<file path="config.mk">
export PLATFORM = sky130hd
export DESIGN_NAME = iter_divider
export DESIGN_NICKNAME = d
export VERILOG_FILES = /design/src/rtl/iter_divider.sv
export SDC_FILE = /design/constraint.sdc
export NUM_CORES = 1
export LEC_CHECK = 0
export CORE_MARGIN = 5
export CORE_UTILIZATION = 64
export DETAILED_ROUTE_END_ITERATION = 12
export HOLD_SLACK_MARGIN = 0.08
export PLACE_DENSITY = 0.95
export SYNTH_ARGS = -nofsm -noshare
export SYNTH_HDL_FRONTEND = slang
export SYNTH_SLANG_ARGS = --single-unit
export TNS_END_PERCENT = 1
</file>
<file path="constraint.sdc">
create_clock -name clk -period 13.4 [get_ports clk]
set_input_delay 2.68 -clock clk [delete_from_list [all_inputs] [get_ports clk]]
set_output_delay 2.68 -clock clk [all_outputs]
set_load 0.02 [all_outputs]
</file>
<file path="src/rtl/iter_divider.sv">
// iter_divider: multi-cycle non-restoring divider with RISC-V DIV/DIVU/REM/REMU semantics
// Ports: clk, reset (async, active-high); i_start/o_ready accept handshake;
// i_is_signed selects DIV/REM vs DIVU/REMU; i_dividend/i_divisor are sampled on accept;
// i_flush aborts; o_valid pulses for one cycle with o_quotient/o_remainder.
module iter_divider #(
  parameter int W = 32
) (
  input  logic         clk,
  input  logic         reset,
  input  logic         i_start,
  input  logic         i_is_signed,
  input  logic [W-1:0] i_dividend,
  input  logic [W-1:0] i_divisor,
  input  logic         i_flush,
  output logic         o_ready,
  output logic         o_valid,
  output logic [W-1:0] o_quotient,
  output logic [W-1:0] o_remainder
);
  localparam int CW = $clog2(W);
  typedef enum logic [1:0] {IDLE, DIV, FIX, DONE} state_t;
  state_t r_state, w_next;
  logic [W:0] r_p;
  logic [W-1:0] r_q, r_d;
  logic [CW-1:0] r_cnt;
  logic r_qneg, r_rneg;
  logic w_a_neg, w_b_neg, w_zero, w_ovf, w_accept;
  logic [W-1:0] w_a_mag, w_b_mag, w_qres, w_rres;
  logic [W:0] w_ps, w_pn, w_rfix;
  assign w_a_neg  = i_is_signed & i_dividend[W-1];
  assign w_b_neg  = i_is_signed & i_divisor[W-1];
  // The most negative value maps to 100..0, which is its correct unsigned magnitude.
  assign w_a_mag  = w_a_neg ? -i_dividend : i_dividend;
  assign w_b_mag  = w_b_neg ? -i_divisor : i_divisor;
  assign w_zero   = i_divisor == '0;
  assign w_ovf    = i_is_signed & (i_dividend == {1'b1, {(W-1){1'b0}}}) & (&i_divisor);
  assign w_accept = (r_state == IDLE) & i_start & ~i_flush;
  // Add or subtract decided by the sign of the partial remainder before the shift.
  assign w_ps     = {r_p[W-1:0], r_q[W-1]};
  assign w_pn     = r_p[W] ? w_ps + {1'b0, r_d} : w_ps - {1'b0, r_d};
  assign w_rfix   = r_p[W] ? r_p + {1'b0, r_d} : r_p;
  assign w_qres   = r_qneg ? -r_q : r_q;
  assign w_rres   = r_rneg ? -w_rfix[W-1:0] : w_rfix[W-1:0];
  always_comb begin
    w_next = i_flush ? IDLE :
             r_state == IDLE ? (i_start ? ((w_zero | w_ovf) ? DONE : DIV) : IDLE) :
             r_state == DIV  ? (r_cnt == '0 ? FIX : DIV) :
             r_state == FIX  ? DONE : IDLE;
    o_ready = r_state == IDLE;
    o_valid = (r_state == DONE) & ~i_flush;
  end
  always_ff @(posedge clk or posedge reset) begin
    if (reset) r_state <= IDLE;
    else r_state <= w_next;
  end
  always_ff @(posedge clk or posedge reset) begin
    if (reset) begin
      r_p         <= '0;
      r_q         <= '0;
      r_d         <= '0;
      r_cnt       <= '0;
      r_qneg      <= 1'b0;
      r_rneg      <= 1'b0;
      o_quotient  <= '0;
      o_remainder <= '0;
    end else if (w_accept) begin
      r_qneg <= w_a_neg ^ w_b_neg;
      r_rneg <= w_a_neg;
      r_p    <= '0;
      r_q    <= w_a_mag;
      r_d    <= w_b_mag;
      r_cnt  <= CW'(W - 1);
      if (w_zero) begin
        o_quotient  <= '1;
        o_remainder <= i_dividend;
      end else if (w_ovf) begin
        o_quotient  <= i_dividend;
        o_remainder <= '0;
      end
    end else if (!i_flush && r_state == DIV) begin
      r_p   <= w_pn;
      r_q   <= {r_q[W-2:0], ~w_pn[W]};
      r_cnt <= r_cnt - 1'b1;
    end else if (!i_flush && r_state == FIX) begin
      o_quotient  <= w_qres;
      o_remainder <= w_rres;
    end
  end
endmodule

</file>
### Yosys cells after proc, flatten, opt, wreduce, memory -nomap -nowiden

Cells that the tools add are included.
W data, S select, Z words.

* register bits: 170
* bits of input ports: 69
* output and inout port bits: 66
* logic and storage cells: 73

* add/subtract/negate cells: 8
* equal/unequal tests: 6
* mux-type cells: 29
* bitwise operators: 11
* reductions and logical operators: 10

Operators by type and width (count)
* $mux W32: 17
* $neg A32 Y32: 4
* $mux W33: 3
* $add A33 B32 Y33: 1
* $sub A33 B32 Y33: 1
* $add A32 B32 Y32: 1
* $eq A32 B32 Y1 const B: 1
* $logic_not A32 Y1: 1
* $reduce_and A32 Y1: 1
* $mux W2: 7
* $mux W5: 2
* $and A1 B1 Y1: 7
* $logic_not A5 Y1: 1
* $sub A5 B1 Y5 const B: 1
* $eq A2 B2 Y1 const B: 2
* $reduce_bool A2 Y1: 2
* $ne A3 B3 Y1 const B: 1
* $reduce_and A3 Y1: 1
* $eq A2 B1 Y1 const B: 1
* $logic_and A1 B1 Y1: 2
* $logic_not A2 Y1: 1
* $ne A2 B2 Y1 const B: 1
* $not A1 Y1: 2
* $logic_not A1 Y1: 1
* other kinds (2): 2

### Longest topological paths before layout

Gate-level depths: netlist of the first run.

* word-level depth: 8
* mapped depth: 21
* depth with buffers taken out: 20

### Least setup slack after synthesis of the first run

OpenSTA, ideal clock, no wires.

* path kind: input port to output port
* from: input i_flush
* to: output o_valid
* data arrival time: 2.982 ns
* data required time: 10.720 ns
* path slack: 7.738 ns
* cell stages on the path: 1
* buffers on the path: 0
* path through: and3b_1

* word-level cells in the longest chain between the ends: 2

RTL lines
* start, declared: line 14 `input logic i_flush,`
* $not A1 Y1: line 50 `o_valid = (r_state == DONE) & ~i_flush;`
* $and A1 B1 Y1: line 50
* end, declared: line 16 `output logic o_valid,`

No other way between the ends.

### Worst setup path after layout of the first run

Ends and elaborated chain as after synthesis.

==> results of run 1 <==
-- where the power goes --
part | switching (mW) | internal (mW)
clock | 0.265 | 0.255
sequential | 0.194 | 0.609
combinational | 1.22 | 0.866
-- cell usage after synthesis, drive strengths merged (6+ instances only) --
| master | count |
|---|---|
| a211oi | 18 |
| a21o | 27 |
| a21oi | 93 |
| a221oi | 8 |
| a22o | 8 |
| a22oi | 27 |
| a31oi | 50 |
| and2 | 9 |
| and3 | 11 |
| buf | 29 |
| clkbuf | 71 |
| dfrtp | 170 |
| ha | 71 |
| inv | 38 |
| mux2 | 6 |
| mux2i | 11 |
| nand2 | 279 |
| nand2b | 24 |
| nand3 | 26 |
| nand3b | 6 |
| nand4 | 20 |
| nor2 | 139 |
| nor2b | 10 |
| nor3 | 46 |
| nor4 | 22 |
| o2111ai | 8 |
| o211ai | 12 |
| o21a | 14 |
| o21ai | 191 |
| o21bai | 8 |
| o22ai | 19 |
| o31ai | 36 |
| o41ai | 10 |
| or2 | 7 |
| or3 | 24 |
| or4 | 14 |
| xnor2 | 109 |
| xor2 | 76 |
-- kinds of logic after synthesis --
| group | count (synthesis) | synth area share [%] |
|---|---|---|
| simple gates | 658 | 21.7 |
| xor+xnor | 185 | 11.2 |
| mux | 17 | 1.23 |
| compound gates | 572 | 26.2 |
| fa+ha+maj | 73 | 6.42 |
| buf+inv | 138 | 3.78 |
| flops | 170 | 29.4 |
-- sequential cells by signal (all words and copies together) (netlist names) --
name and cells:
r_state 2, r_d 32, o_quotient 32, o_remainder 32, r_p 33, r_rneg 1
r_cnt 5, r_q 32, r_qneg 1
-- routing by layer --
layer / vias up / routed length [µm]
met5: - / 0
met3: 180 / 4060
met1: 6987 / 17400
met2: 925 / 20800
met4: 0 / 2010
li1: 6725 / -
-- worst min-delay path by stage --
stage / startpoint / endpoint / slack (ns) / cells after the start
after floorplan: r_cnt[4]$_DFFE_PP0P_ / r_cnt[4]$_DFFE_PP0P_ / 0.48 / 2
after global placement: o_remainder[12]$_DFFE_PP0P_ / o_remainder[12]$_DFFE_PP0P_ / 0.46 / 2
after detailed placement: o_quotient[20]$_DFFE_PP0P_ / o_quotient[20]$_DFFE_PP0P_ / 0.47 / 2
after CTS: o_quotient[20]$_DFFE_PP0P_ / o_quotient[20]$_DFFE_PP0P_ / 0.49 / 2
after global routing: o_remainder[2]$_DFFE_PP0P_ / o_remainder[2]$_DFFE_PP0P_ / 0.52 / 2
final: o_quotient[20]$_DFFE_PP0P_ / o_quotient[20]$_DFFE_PP0P_ / 0.49 / 2
-- through the flow --
stage / cell area [µm²] / util [%] / total power [mW]
after global routing: 16500 / 73.4 / 3.64
after global placement: 15900 / 70.7 / 2.73
after CTS: 16500 / 73.4 / 3.35
after floorplan: 14500 / - / 2.34
after detailed placement: 15900 / 70.7 / 2.82
final: 16500 / 73.4 / 3.41
-- cell type report --
type	count	area [µm²]
clock buffer	17	425
clock inverter	15	186
fill	1624	5960
inverter	38	148
multi-input combinational	1505	9680
sequential	170	4260
tap	285	357
timing repair buffer	145	1420
-- worst max-delay path, delay by kind of cell --
| family | cells | cell delay [ns] |
|---|---|---|
| buffers and inverters | 2 | 1.13 |
| and+or+nand+nor | 1 | 0.26 |
==> metrics.md, run 1 <==
| Metric | Value |
|---|---|
| Final HPWL DP | 31500 µm |
| CTS buffer count | 17 |
| Post-Syn Nets | 1955 |
| Total negative setup slack | 0 ns |
| CTS resizes | 0 |
| First-pass iteration count of the detailed router | 7 |
| CP dominant cell by count | clkdlybuf4s50_1 |
| Insertion delay to the later sink of the worst-skew pair | 0.45 ns |
| Post-synthesis cell count | 1813 |
| Clk pin slew, worst setup/hold paths | 0.08 ns |
| Worst r2r path cells | 17 |
| Worst-margin pin slew | 1.11 ns |
| Max incr delay on CP | 0.60 ns |
| Global Route Usage Sum | 33.6% |
| Die W | 160 µm |
| # rows | 55 |
| Top post-synthesis cells by area | dfrtp_1 29%, nand2_1 7.2%, xnor2_1 6.6% |
| Antenna Diode Count | 0 |
| Max Cap Viol | 0 |
| Worst endpoint required time | 10.72 ns |
| Met3 Usage GRT | 5.68% |
| Final Hold Viols | 0 |
| Fin nets | 2019 |
| Synth cell types | 94 |
| Number of H-tree levels | 4 |
| Cell Pwr Density | 207 nW/µm² |
| Yosys top cell by area | dfrtp_1 |
| Vias per cell | 6.81 |
| IO buf count | 134 |
| Clock root cell | clkbuf_16 |
| WHS | 0.485 ns |
| Min Tclk post-route | 6.75 ns |
| Placed cells | 2143 |
| Final wirelength | 44200 µm |
| Post-synth top area share | 29.4% |
| Leak | 6.76 nW |
| Outcome | finished, final reports clean |
| Longest Clk Path Bufs | 2 |
| Cells along the critical path | clkdlybuf4s50_1, and3b_1, clkdlybuf4s50_1 |
| Grt met1 use | 43.1% |
| Most frequent cells in the layout | 277 x nand2_1, 170 x o21ai_0, 169 x dfrtp_1 |
| Max VDD drop | 126 µV |
| Tcrit/Tclk final | 50.4% |
| Final Setup Violations | 0 |
| Initial Utilization | 64.4% |
| Startpoint Class | input pin |
| Crit path capture | o_valid |
| Reg2reg end | r_p[32]$_DFFE_PP0P_ |
| Hold-fix buffers, CTS | 0 |
| Busiest layer in global routing | met2 |
| Synth Area per Inst | 7.97 µm² |
| DRC | 0 |
| Critical path class | input pin to output pin |
| Vias | 14800 |
| Setup slack after layout | 6.65 ns |
| Initial drt markers | 1569 |
| Clk_skew | 0.0173 ns |
| Antenna violations before repair | 0 |
| Non-Filler Instances | 2175 |
| Synth warn | 0 |
| Largest net degree at the start of global routing | 117 |
| P&R area growth vs syn | 14.0% |
| Commonest non-fill, non-tap cell in the layout | nand2_1 |
| Routed wire per std cell | 20.3 µm |
| Met2 usage | 55.5% |
| DIE AREA | 25700 µm² |
| Primary FF master, synth | dfrtp_1 |
| Min-Delay Path Class | register to register |
| # IOs | 135 |
| Crit Path Max Fanout | 7 |
| Synth async-reset ratio | 100% |
| Arrival time at the worst endpoint | 4.07 ns |
| Share of cells above drive strength 1 | 5.71% |
| Flop2flop setup slack | 7.46 ns |
| Global-route wire length before repair | 72000 µm |
| Post-synth EDFFs | 0 |
| Critical path's slowest cell | clkdlybuf4s50_1 |
| RSZ-0062 raised after global routing | no |
| Clk sinks | 170 |
| Post-CTS Setup Bufs | 0 |
| FMAX | 0.148 GHz |
| Max_slew headroom | 26.1% |
| Worst slack, placed | 6.51 ns |
| Post-DRT Antenna Nets | 0 |
| Chip height | 160 µm |
| Core Footprint | 22400 µm² |
| Post-synthesis register bit count | 170 |
| Worst Setup SP | i_flush |
| CP Capture Type | output pin |
| Reg-to-Reg Start | r_d[2]$_DFFE_PP0P_ |
| Number of global-route vias before repair | 14300 |
| Register area share after synthesis | 29.4% |
| Placer congestion estimate | 0.977 |
| CTS tree | built |
| Grt total ovfl | 0 |
| Max Slew Vio Count | 0 |
| Cell Area, Synth | 14500 µm² |
(Power assumes the default switching activity.)
==> run 2: changes to the inputs <==
--- a/config.mk
+++ b/config.mk
@@ -6,10 +6,10 @@
 export NUM_CORES = 1
 export LEC_CHECK = 0
 export CORE_MARGIN = 5
-export CORE_UTILIZATION = 64
+export CORE_UTILIZATION = 59
 export DETAILED_ROUTE_END_ITERATION = 12
 export HOLD_SLACK_MARGIN = 0.08
-export PLACE_DENSITY = 0.95
+export PLACE_DENSITY = 0.91
 export SYNTH_ARGS = -nofsm -noshare
 export SYNTH_HDL_FRONTEND = slang
 export SYNTH_SLANG_ARGS = --single-unit
==> constraint.sdc (replaced) <==
create_clock -name clk -period 6.31 [get_ports clk]
set_input_delay 1.262 -clock clk [delete_from_list [all_inputs] [get_ports clk]]
set_output_delay 1.262 -clock clk [all_outputs]
set_load 0.02 [all_outputs]
==> run 2 against run 1 <==
Compared with the run above: critical path depth rose by 14; worst setup slack lost 5.9 ns; global-route usage fell by 2.5 points; first-iteration DRC count increased by 3.4%; wire length down 0.14%; cell count up 2.1%; utilization fell by 5.0 points; sequential power grew 110%; total power grew 110%; via count decreased by 1.6%; worst hold slack got worse by 0.0055 ns; largest cell class unchanged.
==> metrics.md, run 2 (synthesis results as in run 1) <==
| Metric | Value |
|---|---|
| Arrival time at the worst endpoint | 5.87 ns (+1.80 ns) |
| Largest Register | r_p |
| Min Tclk post-route | 5.53 ns |
| Final Setup Violations | 0 (unchanged) |
| Initial drt markers | 1622 (+3.4%) |
| Cells along the critical path | or3_1, or3_1, nor4_2, and2_1, a21oi_1, xor2_1, ha_1, a21o_1, a21o_1, a21o_1, and4b_1, o31ai_1, a221oi_1, nor3_1, a2111oi_0, mux2i_1, o31a_1 |
| Core Footprint | 24200 µm² (+8.1%) |
| Placed cells | 2188 (+2.1%) |
| Logic gate share of total power | 60.8% (-0.3 points) |
| Total negative setup slack | 0 ns (unchanged) |
| Switching power | 3.50 mW (+110%) |
| Min-Delay Path Class | register to register |
| Clk_skew | 0.0166 ns (-0.000668 ns) |
| Area of the multi-input gates | 9690 µm² (about the same) |
| Leak | 6.80 nW (+0.49%) |
| Reg area | 4260 µm² (unchanged) |
| Max Cap Viol | 0 (unchanged) |
| Post-CTS Setup Bufs | 0 (unchanged) |
| Clock share of power | 15.6% (+0.3 points) |
| Critical path's slowest cell | a2111oi_0 |
| Number of H-tree levels | 4 (unchanged) |
| Placed cell areas | 16000 µm² (+0.63%) |
| Sequential power share | 23.5% (about the same) |
| First-pass iteration count of the detailed router | 5 (-2) |
| Longest Clk Path Bufs | 2 (unchanged) |
| Max incr delay on CP | 0.66 ns (+0.06 ns) |
| Max Slew Vio Count | 0 (unchanged) |
| CTS buffer count | 17 (unchanged) |
| CTS resizes | 0 (unchanged) |
| Most frequent cells in the layout | 277 x nand2_1, 170 x o21ai_0, 169 x dfrtp_1 |
| Final wirelength | 44200 µm (-0.14%) |
| CTS tree | built |
| Global Route Usage Sum | 31.1% (-2.5 points) |
| Largest net degree at the start of global routing | 101 (-14%) |
| Outcome | finished, final reports clean |
| Post-DRT Antenna Nets | 0 (unchanged) |
| Max reg flops | 33 (unchanged) |
| CP dominant cell by count | a21o_1 |
| Initial Utilization | 59.6% (-4.8 points) |
| Max_slew headroom | 25.2% (-0.95 points) |
| Clk pin slew, worst setup/hold paths | 0.08 ns (about the same) |
| Antenna violations before repair | 1 (+1) |
| Crit Path Max Fanout | 6 (-1) |
| Grt total ovfl | 0 (unchanged) |
| Global-route wire length before repair | 72400 µm (+0.64%) |
| Clock root cell | clkbuf_16 |
| Tcrit/Tclk final | 87.6% |
| Non-Filler Instances | 2221 (+2.1%) |
| Final cell utilization of the core | 68.4% (-5.0 points) |
| Cell Pwr Density | 434 nW/µm² (+110%) |
| Insertion delay to the later sink of the worst-skew pair | 0.45 ns (about the same) |
| Vias per cell | 6.56 (-3.7%) |
| Max VDD drop | 227 µV (+80%) |
| Sw Ratio | 48.5% (-0.69 points) |
| Fill cells | 1944 (+20%) |
| P&R area growth vs syn | 14.8% |
| Final HPWL DP | 32600 µm (+3.6%) |
| WHS | 0.480 ns (-0.00555 ns) |
| Critical path class | register to register |
| Share of cells above drive strength 1 | 6.01% (+0.30 points) |
| CP Capture Type | register |
| Int Pwr | 3.71 mW (+110%) |
| DRC | 0 (unchanged) |
| FMAX | 0.181 GHz |
| Final Hold Viols | 0 (unchanged) |
| Commonest non-fill, non-tap cell in the layout | nand2_1 |
| Worst endpoint required time | 6.65 ns (-4.07 ns) |
| Setup slack after layout | 0.780 ns (-5.87 ns) |
| Fin nets | 2025 (+0.30%) |
| DIE AREA | 27700 µm² (+7.9%) |
| # rows | 57 (+3.6%) |
| Hold-fix buffers, CTS | 0 (unchanged) |
| RSZ-0062 raised after global routing | no |
| Worst-margin pin slew | 1.12 ns (+0.0142 ns) |
| IO buf count | 134 (unchanged) |
| Vias | 14600 (-1.6%) |
| Design Area, Final | 16600 µm² (+0.71%) |
| Routed wire per std cell | 19.9 µm (-2.2%) |
| Number of global-route vias before repair | 14100 (-1.6%) |
| Chip height | 167 µm (+3.9%) |
| # IOs | 135 (unchanged) |
| Die W | 167 µm (+3.9%) |
| Clk sinks | 170 (unchanged) |
| Total power | 7.21 mW (+110%) |
| Placer congestion estimate | 0.950 (-2.8%) |
| Worst slack, placed | 0.925 ns (-5.58 ns) |
| Startpoint Class | register |
## run 2: changes by cell type in the layout (fill, tap and decap cells not counted)
cell / delta
buf_4: +6
inv_8: -2
bufinv_16: +1
clkinv_4: -1
clkinvlp_4: +1
diode_2: +1
inv_6: +1
nor3b_2: -1
nor3b_4: +1
## run 2: power groups by stage
stage                     Combinational, mW  Sequential (mW)  Clock (mW)
after floorplan                        3.44             1.54           0
after global placement                 4.16             1.68           0
after detailed placement               4.27             1.70           0
after CTS                              4.31             1.68        1.13
after global routing                   4.83             1.72        1.17
final                                  4.38             1.70        1.13
## run 2: final cells by class
| cell class | instances | share of cell area (%) |
|---|---|---|
| Multi-Input combinational cell | 1505 | 58.4 |
| Clock inverter | 15 | 1.21 |
| Antenna cell | 1 | 0.0151 |
| Sequential cell | 170 | 25.6 |
| Timing Repair Buffer | 151 | 8.85 |
| Tap cell | 324 | 2.44 |
| Clock buffer | 17 | 2.56 |
| Inverter | 38 | 0.890 |
## run 2: path summary, 6_finish.rpt
kind,slack [ns],end,from,depth (start not counted)
setup / recovery,0.78,r_q[0]$_DFFE_PP0P_,r_d[2]$_DFFE_PP0P_,17
hold / removal,0.48,o_quotient[13]$_DFFE_PP0P_,o_quotient[13]$_DFFE_PP0P_,2
setup reg to reg,0.78,r_q[0]$_DFFE_PP0P_,r_d[2]$_DFFE_PP0P_,17
hold reg to reg,0.48,o_quotient[13]$_DFFE_PP0P_,o_quotient[13]$_DFFE_PP0P_,2
max in group asynchronous,3.81,r_d[25]$_DFFE_PP0P_,reset,3
min in group asynchronous,1.26,o_remainder[1]$_DFFE_PP0P_,reset,2
## run 2: per-layer routing
metal | vias up | wire length (µm) | track usage, %
met5 | - | 0 | 0
met4 | 0 | 1870 | 13.1
met3 | 154 | 3730 | 4.65
met2 | 747 | 20300 | 50.0
met1 | 6938 | 18300 | 42.2
li1 | 6734 | - | -
## run 2: worst max-delay path, delay by kind of cell (launching register included)
kind	cells	cell delay, ns
AO/OA/AOI/OAI	8	2.28
XOR/XNOR	1	0.17
multiplexers	1	0.25
flip-flops	1	0.45
adder cells (fa/ha/maj)	1	0.34
AND/OR/NAND/NOR	6	1.94
